[src/rtl/fetch_stage_pkg.sv]
// Shared constants and state encoding for the instruction-fetch stage.
package fetch_stage_pkg;

  localparam int          FS_PC_W      = 16;
  localparam int          FS_INSTR_W   = 16;
  localparam logic [15:0] FS_RESET_PC  = 16'h0000;
  localparam logic [15:0] FS_NOP_INSTR = 16'h0000;

  typedef enum logic [1:0] {
    FS_REQ     = 2'd0,
    FS_HOLD    = 2'd1,
    FS_DISCARD = 2'd2
  } fetch_state_e;

endpackage

[src/rtl/fetch_stage.sv]
// Instruction-fetch stage: PC ownership, imem request handshake and the IF/ID
// register, with execute redirect and decode stall handling.
module fetch_stage
  import fetch_stage_pkg::*;
#(
  parameter int               PC_W      = FS_PC_W,
  parameter int               INSTR_W   = FS_INSTR_W,
  parameter logic [PC_W-1:0]  RESET_PC  = PC_W'(FS_RESET_PC),
  parameter logic [INSTR_W-1:0] NOP_INSTR = INSTR_W'(FS_NOP_INSTR)
) (
  input  logic               clk,
  input  logic               rst,
  input  logic               ex_flush,
  input  logic [PC_W-1:0]    ex_pc_out,
  input  logic               id_stall,
  output logic               imem_req,
  output logic [PC_W-1:0]    imem_addr,
  input  logic               imem_ready,
  input  logic [INSTR_W-1:0] imem_rdata,
  output logic               if_valid,
  output logic [INSTR_W-1:0] if_instr,
  output logic [PC_W-1:0]    if_pc,
  output logic [PC_W-1:0]    if_pc_next
);

  localparam logic [PC_W-1:0] PC_ONE = PC_W'(1);

  fetch_state_e       state_q, state_d;
  logic [PC_W-1:0]    pc_q, pc_d;
  logic [PC_W-1:0]    pend_pc_q, pend_pc_d;
  logic [INSTR_W-1:0] hold_instr_q, hold_instr_d;
  logic [PC_W-1:0]    hold_pc_q, hold_pc_d;
  logic               if_valid_q, if_valid_d;
  logic [INSTR_W-1:0] if_instr_q, if_instr_d;
  logic [PC_W-1:0]    if_pc_q, if_pc_d;
  logic [PC_W-1:0]    if_pc_next_q, if_pc_next_d;

  logic               slot_free;
  logic               consume;
  logic [PC_W-1:0]    pc_plus1;
  logic [PC_W-1:0]    hold_pc_plus1;

  assign slot_free     = !if_valid_q || !id_stall;
  assign consume       = if_valid_q && !id_stall;
  assign pc_plus1      = pc_q + PC_ONE;
  assign hold_pc_plus1 = hold_pc_q + PC_ONE;

  // Next-state logic for the fetch FSM, PC and IF/ID register.
  always_comb begin
    state_d      = state_q;
    pc_d         = pc_q;
    pend_pc_d    = pend_pc_q;
    hold_instr_d = hold_instr_q;
    hold_pc_d    = hold_pc_q;
    if_valid_d   = if_valid_q;
    if_instr_d   = if_instr_q;
    if_pc_d      = if_pc_q;
    if_pc_next_d = if_pc_next_q;

    case (state_q)
      FS_REQ: begin
        if (ex_flush) begin
          if_valid_d = 1'b0;
          if_instr_d = NOP_INSTR;
          if (imem_ready) begin
            pc_d = ex_pc_out;
          end else begin
            pend_pc_d = ex_pc_out;
            state_d   = FS_DISCARD;
          end
        end else if (imem_ready) begin
          pc_d = pc_plus1;
          if (slot_free) begin
            if_valid_d   = 1'b1;
            if_instr_d   = imem_rdata;
            if_pc_d      = pc_q;
            if_pc_next_d = pc_plus1;
          end else begin
            hold_instr_d = imem_rdata;
            hold_pc_d    = pc_q;
            state_d      = FS_HOLD;
          end
        end else if (consume) begin
          if_valid_d = 1'b0;
          if_instr_d = NOP_INSTR;
        end else begin
          if_valid_d = if_valid_q;
        end
      end
      FS_HOLD: begin
        if (ex_flush) begin
          if_valid_d = 1'b0;
          if_instr_d = NOP_INSTR;
          pc_d       = ex_pc_out;
          state_d    = FS_REQ;
        end else if (!id_stall) begin
          if_valid_d   = 1'b1;
          if_instr_d   = hold_instr_q;
          if_pc_d      = hold_pc_q;
          if_pc_next_d = hold_pc_plus1;
          state_d      = FS_REQ;
        end else begin
          state_d = FS_HOLD;
        end
      end
      FS_DISCARD: begin
        // The killed request must complete at its original address before redirecting.
        if (imem_ready) begin
          pc_d    = ex_flush ? ex_pc_out : pend_pc_q;
          state_d = FS_REQ;
        end else if (ex_flush) begin
          pend_pc_d = ex_pc_out;
        end else begin
          state_d = FS_DISCARD;
        end
      end
      default: begin
        state_d    = FS_REQ;
        if_valid_d = 1'b0;
        if_instr_d = NOP_INSTR;
      end
    endcase
  end

  // State registers with synchronous reset.
  always_ff @(posedge clk) begin
    if (rst) begin
      state_q      <= FS_REQ;
      pc_q         <= RESET_PC;
      pend_pc_q    <= '0;
      hold_instr_q <= NOP_INSTR;
      hold_pc_q    <= '0;
      if_valid_q   <= 1'b0;
      if_instr_q   <= NOP_INSTR;
      if_pc_q      <= '0;
      if_pc_next_q <= '0;
    end else begin
      state_q      <= state_d;
      pc_q         <= pc_d;
      pend_pc_q    <= pend_pc_d;
      hold_instr_q <= hold_instr_d;
      hold_pc_q    <= hold_pc_d;
      if_valid_q   <= if_valid_d;
      if_instr_q   <= if_instr_d;
      if_pc_q      <= if_pc_d;
      if_pc_next_q <= if_pc_next_d;
    end
  end

  assign imem_req   = !rst && ((state_q == FS_REQ) || (state_q == FS_DISCARD));
  assign imem_addr  = pc_q;
  assign if_valid   = if_valid_q;
  assign if_instr   = if_instr_q;
  assign if_pc      = if_pc_q;
  assign if_pc_next = if_pc_next_q;

endmodule

[config.mk]
export PLATFORM = sky130hd
export DESIGN_NAME = fetch_stage
export DESIGN_NICKNAME = d
export VERILOG_FILES = /design/src/rtl/fetch_stage_pkg.sv /design/src/rtl/fetch_stage.sv
export SDC_FILE = /design/constraint.sdc
export NUM_CORES = 1
export LEC_CHECK = 0
export ABC_AREA = 1
export ABC_CLOCK_PERIOD_IN_PS = 3510
export BUFFER_PORTS_ARGS = -buffer_cell sky130_fd_sc_hd__buf_2
export CORE_ASPECT_RATIO = 1.25
export CORE_UTILIZATION = 45
export CTS_BUF_LIST = sky130_fd_sc_hd__clkbuf_2
export CTS_CLUSTER_SIZE = 12
export DETAILED_ROUTE_END_ITERATION = 10
export HOLD_SLACK_MARGIN = 0.06
export PLACE_DENSITY_LB_ADDON = 0.2
export SYNTH_ARGS = -nofsm -noshare
export SYNTH_HDL_FRONTEND = slang
export SYNTH_SLANG_ARGS = --single-unit
[constraint.sdc]
create_clock -name clk -period 3.51 [get_ports clk]
set_input_delay 0.5265 -clock clk [delete_from_list [all_inputs] [get_ports clk]]
set_output_delay 0.5265 -clock clk [all_outputs]
set_load 0.01 [all_outputs]
Word level (Yosys, flattened, before mapping):

Index checks and enable logic that the tools add are counted.

* register bits after elaboration: 115
* bits in latches: 0
* bits in writable memories: 0
* memory bits (read-only): 0
* input bits: 37
* output and inout bits: 66
* word-level logic and storage cells: 96
* memories: 0

* add/sub/neg operators: 2
* multipliers: 0
* div/mod/pow operators: 0
* magnitude comparators: 0
* equal/unequal tests: 19
* shift operators: 0
* mux-type cells: 46
* bitwise gates (word level): 3
* reductions and logical operators: 17

Operators with widths (count)
* 16-bit two-way mux: 25
* 16-bit case mux with 2 select lines: 3
* 16-bit case mux with 3 select lines: 2
* 16-bit by 1-bit adder with 16-bit output (second input constant): 2
* 2-bit != test (second input constant): 10
* 4-bit AND reduction: 5
* 3-bit != test (second input constant): 5
* 2-bit two-way mux: 6
* 1-bit two-way mux: 8
* 4-bit != test (second input constant): 2
* 2-bit case mux with 3 select lines: 1
* 6-bit AND reduction: 1
* 2-bit nonzero test: 2
* 1-bit logical NOT: 3
* 1-bit inverter: 3
* 1-bit case mux with 3 select lines: 1
* 3-bit nonzero test: 1
* 2-bit by 1-bit == test with 1-bit output (second input constant): 1
* 2-bit == test (second input constant): 1
* 1-bit logical AND: 2
* 2-bit logical NOT: 1
* 1-bit logical OR: 2

Depth between registers and ports, before layout:

* depth in word-level cells: 6
* depth in mapped cells: 14
* gate-level depth less buffers: 12

Least setup slack after synthesis:

OpenSTA, ideal clock, no wires.

* kind: register to output
* from: register state_q[0]
* to: output port imem_req
* data arrival time: 1489 ps
* data required time: 2984 ps
* slack: 1495 ps
* stages on the path, launching flop included: 7
* cells stage by stage: dfxtp_1 inv_1 ha_1 inv_1 clkbuf_1 buf_1 a21oi_1

* longest elaborated chain between the ends: 3
* elaborated cells on any way between the ends: 4
* those cells by class: eq/ne (1); reduce/logical (3)

Ends and longest elaborated chain
* start, declared: line fetch_stage.sv:28 `fetch_state_e state_q, state_d;`
* start signal, assigned: line fetch_stage.sv:138 `state_q <= state_d;`
* 2-bit == test or 2-bit logical NOT (tied branches): line fetch_stage.sv:150 `assign imem_req = !rst && ((state_q == FS_REQ) || (state_q == FS_DISCARD));`
* 1-bit logical OR *: line fetch_stage.sv:150
* 1-bit logical AND *: line fetch_stage.sv:150
* end, declared: line fetch_stage.sv:16 `output logic imem_req,`

Mark *: on every way between the ends. The rest lies on a longest branch, timed or not.

Final worst setup path:

Same ends and word-level chain as after synthesis.

==> summary.md <==
| Metric | Value |
|---|---|
| Status | completed |
| CTS Hold Bufs | 0 |
| Syn Std Cell Area | 5960 µm² |
| Max clock buf depth | 2 |
| Vias | 6144 |
| Post-synth EDFFs | 0 |
| Worst setup margin | 849 ps |
| Startpoint Class | flop |
| Register area share after synthesis | 38.6% |
| Die width | 105 µm |
| H-tree levels | 4 |
| Vias in the first global route | 5203 |
| Initial antenna violation count | 1 |
| First-pass GRT wire length | 26.0 mm |
| Yosys reg bits | 115 |
| CTS resizes | 0 |
| XOR/XNOR Fraction of Synth Area | 1.32% |
| Leak pwr | 2.95 nW |
| Reg2reg setup slack | 1060 ps |
| Required time worst endpoint | 2980 ps |
| Largest net degree at the start of global routing | 57 |
| Mux contribution to synthesized area | 0% |
| Prevailing post-synth register cell | dfxtp_1 |
| Period Utilization, post-route | 75.8% |
| Placed Cells incl. Taps | 1126 |
| Number of post-CTS setup repair buffers | 0 |
| Iter 0 DRT Violations | 435 |
| Post-synthesis async set-or-reset flop share | 0% |
| HP Class | in -> reg |
| PD cells | 588 nW/µm² |
| Syn nets | 942 |
| TritonRoute pass-1 iters | 6 |
| Top Usage Layer GRT | met2 |
| Detail-routed via count per cell | 5.31 |
| Core ar. | 12800 µm² |
| Largest family of logic cells by synthesized area | compound AO/OA/AOI/OAI gates |
| Simple-Gate Fraction of Synth Area | 24.2% |
| DP Wirelength | 11.3 mm |
| Synth Area in Adders | 1.26% |
| # nets final | 1020 |
| Setup TNS Final | 0 ps |
| Wirelength per Cell | 14.1 µm |
| YS warnings | 0 |
| Synth unique cells | 36 |
| CTS tree | built |
| Die area | 13700 µm² |
| Syn Inst Count | 899 |
| Complex-gate fraction of the synthesized area | 25.6% |
| Clk sinks | 115 |
| Worst setup EP type | primary output |
| RSZ-0062 raised after global routing | no |
| DRC Markers | 0 |
| CP bufs+invs | 4 |
| Slowest-stage cell, CP | dfxtp_1 |
| Tot GR Track Use | 23.9% |
| Worst path cell trace | inv_1, ha_1, inv_1, buf_4, a21oi_1, buf_2 |
| Crit-path max FO | 32 |
| Post-Syn Area per Cell | 6.63 µm² |
| Area grow syn2layout | 13.8% |
| Kind of critical path | reg -> out |
| Fraction of layout cells with a size suffix above 1 | 16.0% |
| Fmax | 376 MHz |
| GP Congestion | 0.853 |
| Hold Vio Cnt, Final | 0 |
| Row cnt | 46 |
| Grt total ovfl | 0 |
| CP top delay family | buffers and inverters |
| Crit path largest cell delay | 410 ps |
| Clk pin slew, worst setup/hold paths | 170 ps |
| Layout Cells excl Fill | 1158 |
| Port buffer count | 102 |
| Final WL | 16.3 mm |
| Routing usage on met2 | 38.1% |
| Clk_skew | 33.0 ps |
| # IOs | 103 |
| Met1 Use GR | 32.8% |
| Root Buffer | clkbuf_2 |
| Peak VDD IR | 263 µV |
| Antenna-violating nets left | 0 |
| # setup viols final | 0 |
| Tmin final | 2660 ps |
| Slew headroom | 52.5% |
| CP most frequent cell | inv_1 |
| Later-pin clock latency in the skew report | 680 ps |
| CTS buffer count | 17 |
| Initial Util | 46.6% |
| Max-cap check violation count | 0 |
| Die height | 131 µm |
| Max-slew violations | 0 |
| Slew at the pin closest to its max-slew limit | 712 ps |
| CP arrival | 2130 ps |
| Worst slack, placed | 1020 ps |
| M3 GR Usage | 4.27% |
-- layer usage --
| layer | routed length [µm] | vias to the layer above |
|---|---|---|
| met4 | 261 | 0 |
| met1 | 7810 | 2766 |
| met2 | 7330 | 176 |
| met5 | 0 | - |
| li1 | - | 3179 |
| met3 | 915 | 23 |
-- power breakdown --
group / switching (W) / leakage [nW] / internal (W)
combinational: 0.000846 / 1.87 / 0.000462
clock: 0.000504 / 0.143 / 0.000453
sequential: 0.000204 / 0.941 / 0.00152
-- sequential cells by signal, summed over array words and instances, names as in the netlist --
name,count
hold_instr_q,16
hold_pc_q,16
if_instr,16
if_pc,16
if_pc_next,16
if_valid,1
imem_addr,16
pend_pc_q,16
state_q,2
-- cells in the final DEF (no fill, tap or decap), types with 2 or more instances in the layout --
cell type,count
inv_1,59
o21bai_1,2
xor2_1,7
nand2_1,190
nand2_2,3
a31oi_1,18
o211ai_1,4
ha_1,6
buf_4,13
nor2_1,91
clkinv_2,3
inv_2,4
clkinvlp_4,3
o21ai_1,20
buf_2,102
clkinv_1,6
clkbuf_2,18
nand3_1,53
dfxtp_1,115
nor3_1,3
a21oi_1,130
xnor2_1,2
nand4_1,6
o21ai_0,115
bufinv_16,4
-- stage by stage --
step | power [W] | hold slack (ps) | util [%] | area, µm²
2_1_floorplan | 0.00262 | 425 | - | 5960
3_3_place_gp | 0.00304 | 436 | 51.0 | 6520
3_5_place_dp | 0.00305 | 443 | 51.0 | 6520
4_1_cts | 0.00400 | 76.9 | 53.0 | 6780
5_1_grt | 0.00425 | 82.5 | 53.0 | 6780
6_report | 0.00399 | 130 | 53.0 | 6780
-- Yosys cell counts (2+ instances only) --
cell / count / area share [%]
a31oi_1: 18 / 1.9
o211ai_1: 4 / 0.50
nor3_1: 3 / 0.25
buf_2: 12 / 1.0
nand4_1: 6 / 0.63
a21oi_1: 130 / 11
nor2_1: 91 / 5.7
dfxtp_1: 115 / 39
buf_1: 2 / 0.13
buf_6: 5 / 0.94
nand3_1: 53 / 4.5
o21ai_1: 20 / 1.7
inv_1: 60 / 3.8
clkinv_2: 2 / 0.17
inv_2: 3 / 0.19
o21bai_1: 2 / 0.25
xor2_1: 7 / 1.0
nand2_1: 190 / 12
clkbuf_1: 35 / 2.2
ha_1: 6 / 1.3
nand2_2: 3 / 0.32
buf_4: 3 / 0.38
o21ai_0: 115 / 9.7
xnor2_1: 2 / 0.29
-- final timing paths --
check	endpoint	cells after the start	start
setup / recovery	imem_req	6	state_q[0]$_SDFFE_PP0P_
hold / removal	hold_instr_q[15]$_SDFFE_PP0P_	3	imem_rdata[15]
setup reg to reg	if_pc[14]$_SDFFE_PP0P_	11	state_q[0]$_SDFFE_PP0P_
hold reg to reg	hold_instr_q[13]$_SDFFE_PP0P_	2	hold_instr_q[13]$_SDFFE_PP0P_
-- cell families after synthesis --
logic type	Yosys count
buf+inv	124
compound gates	293
xor+xnor	9
flops	115
simple gates	352
fa+ha+maj	6
-- final cells by class --
cell class | count | area [µm²]
Fill cell | 1373 | 6000
Antenna cell | 1 | 2.50
Inverter | 67 | 256
Timing Repair Buffer | 116 | 628
Multi-Input combinational cell | 660 | 3120
Clock buffer | 18 | 90.1
Clock inverter | 13 | 166
Sequential cell | 115 | 2300
Tap cell | 168 | 210
-- worst reg2reg max path, cell delays in order (launching register included) --
cell	delay [ps]
dfxtp_1	370
inv_1	90
ha_1	240
nand2_1	90
clkinv_2	200
nand2_2	120
o21ai_1	120
nand2_2	150
inv_2	480
buf_4	300
o21ai_1	70
a31oi_1	150
Note: power is estimated with default switching activity, not from simulation.
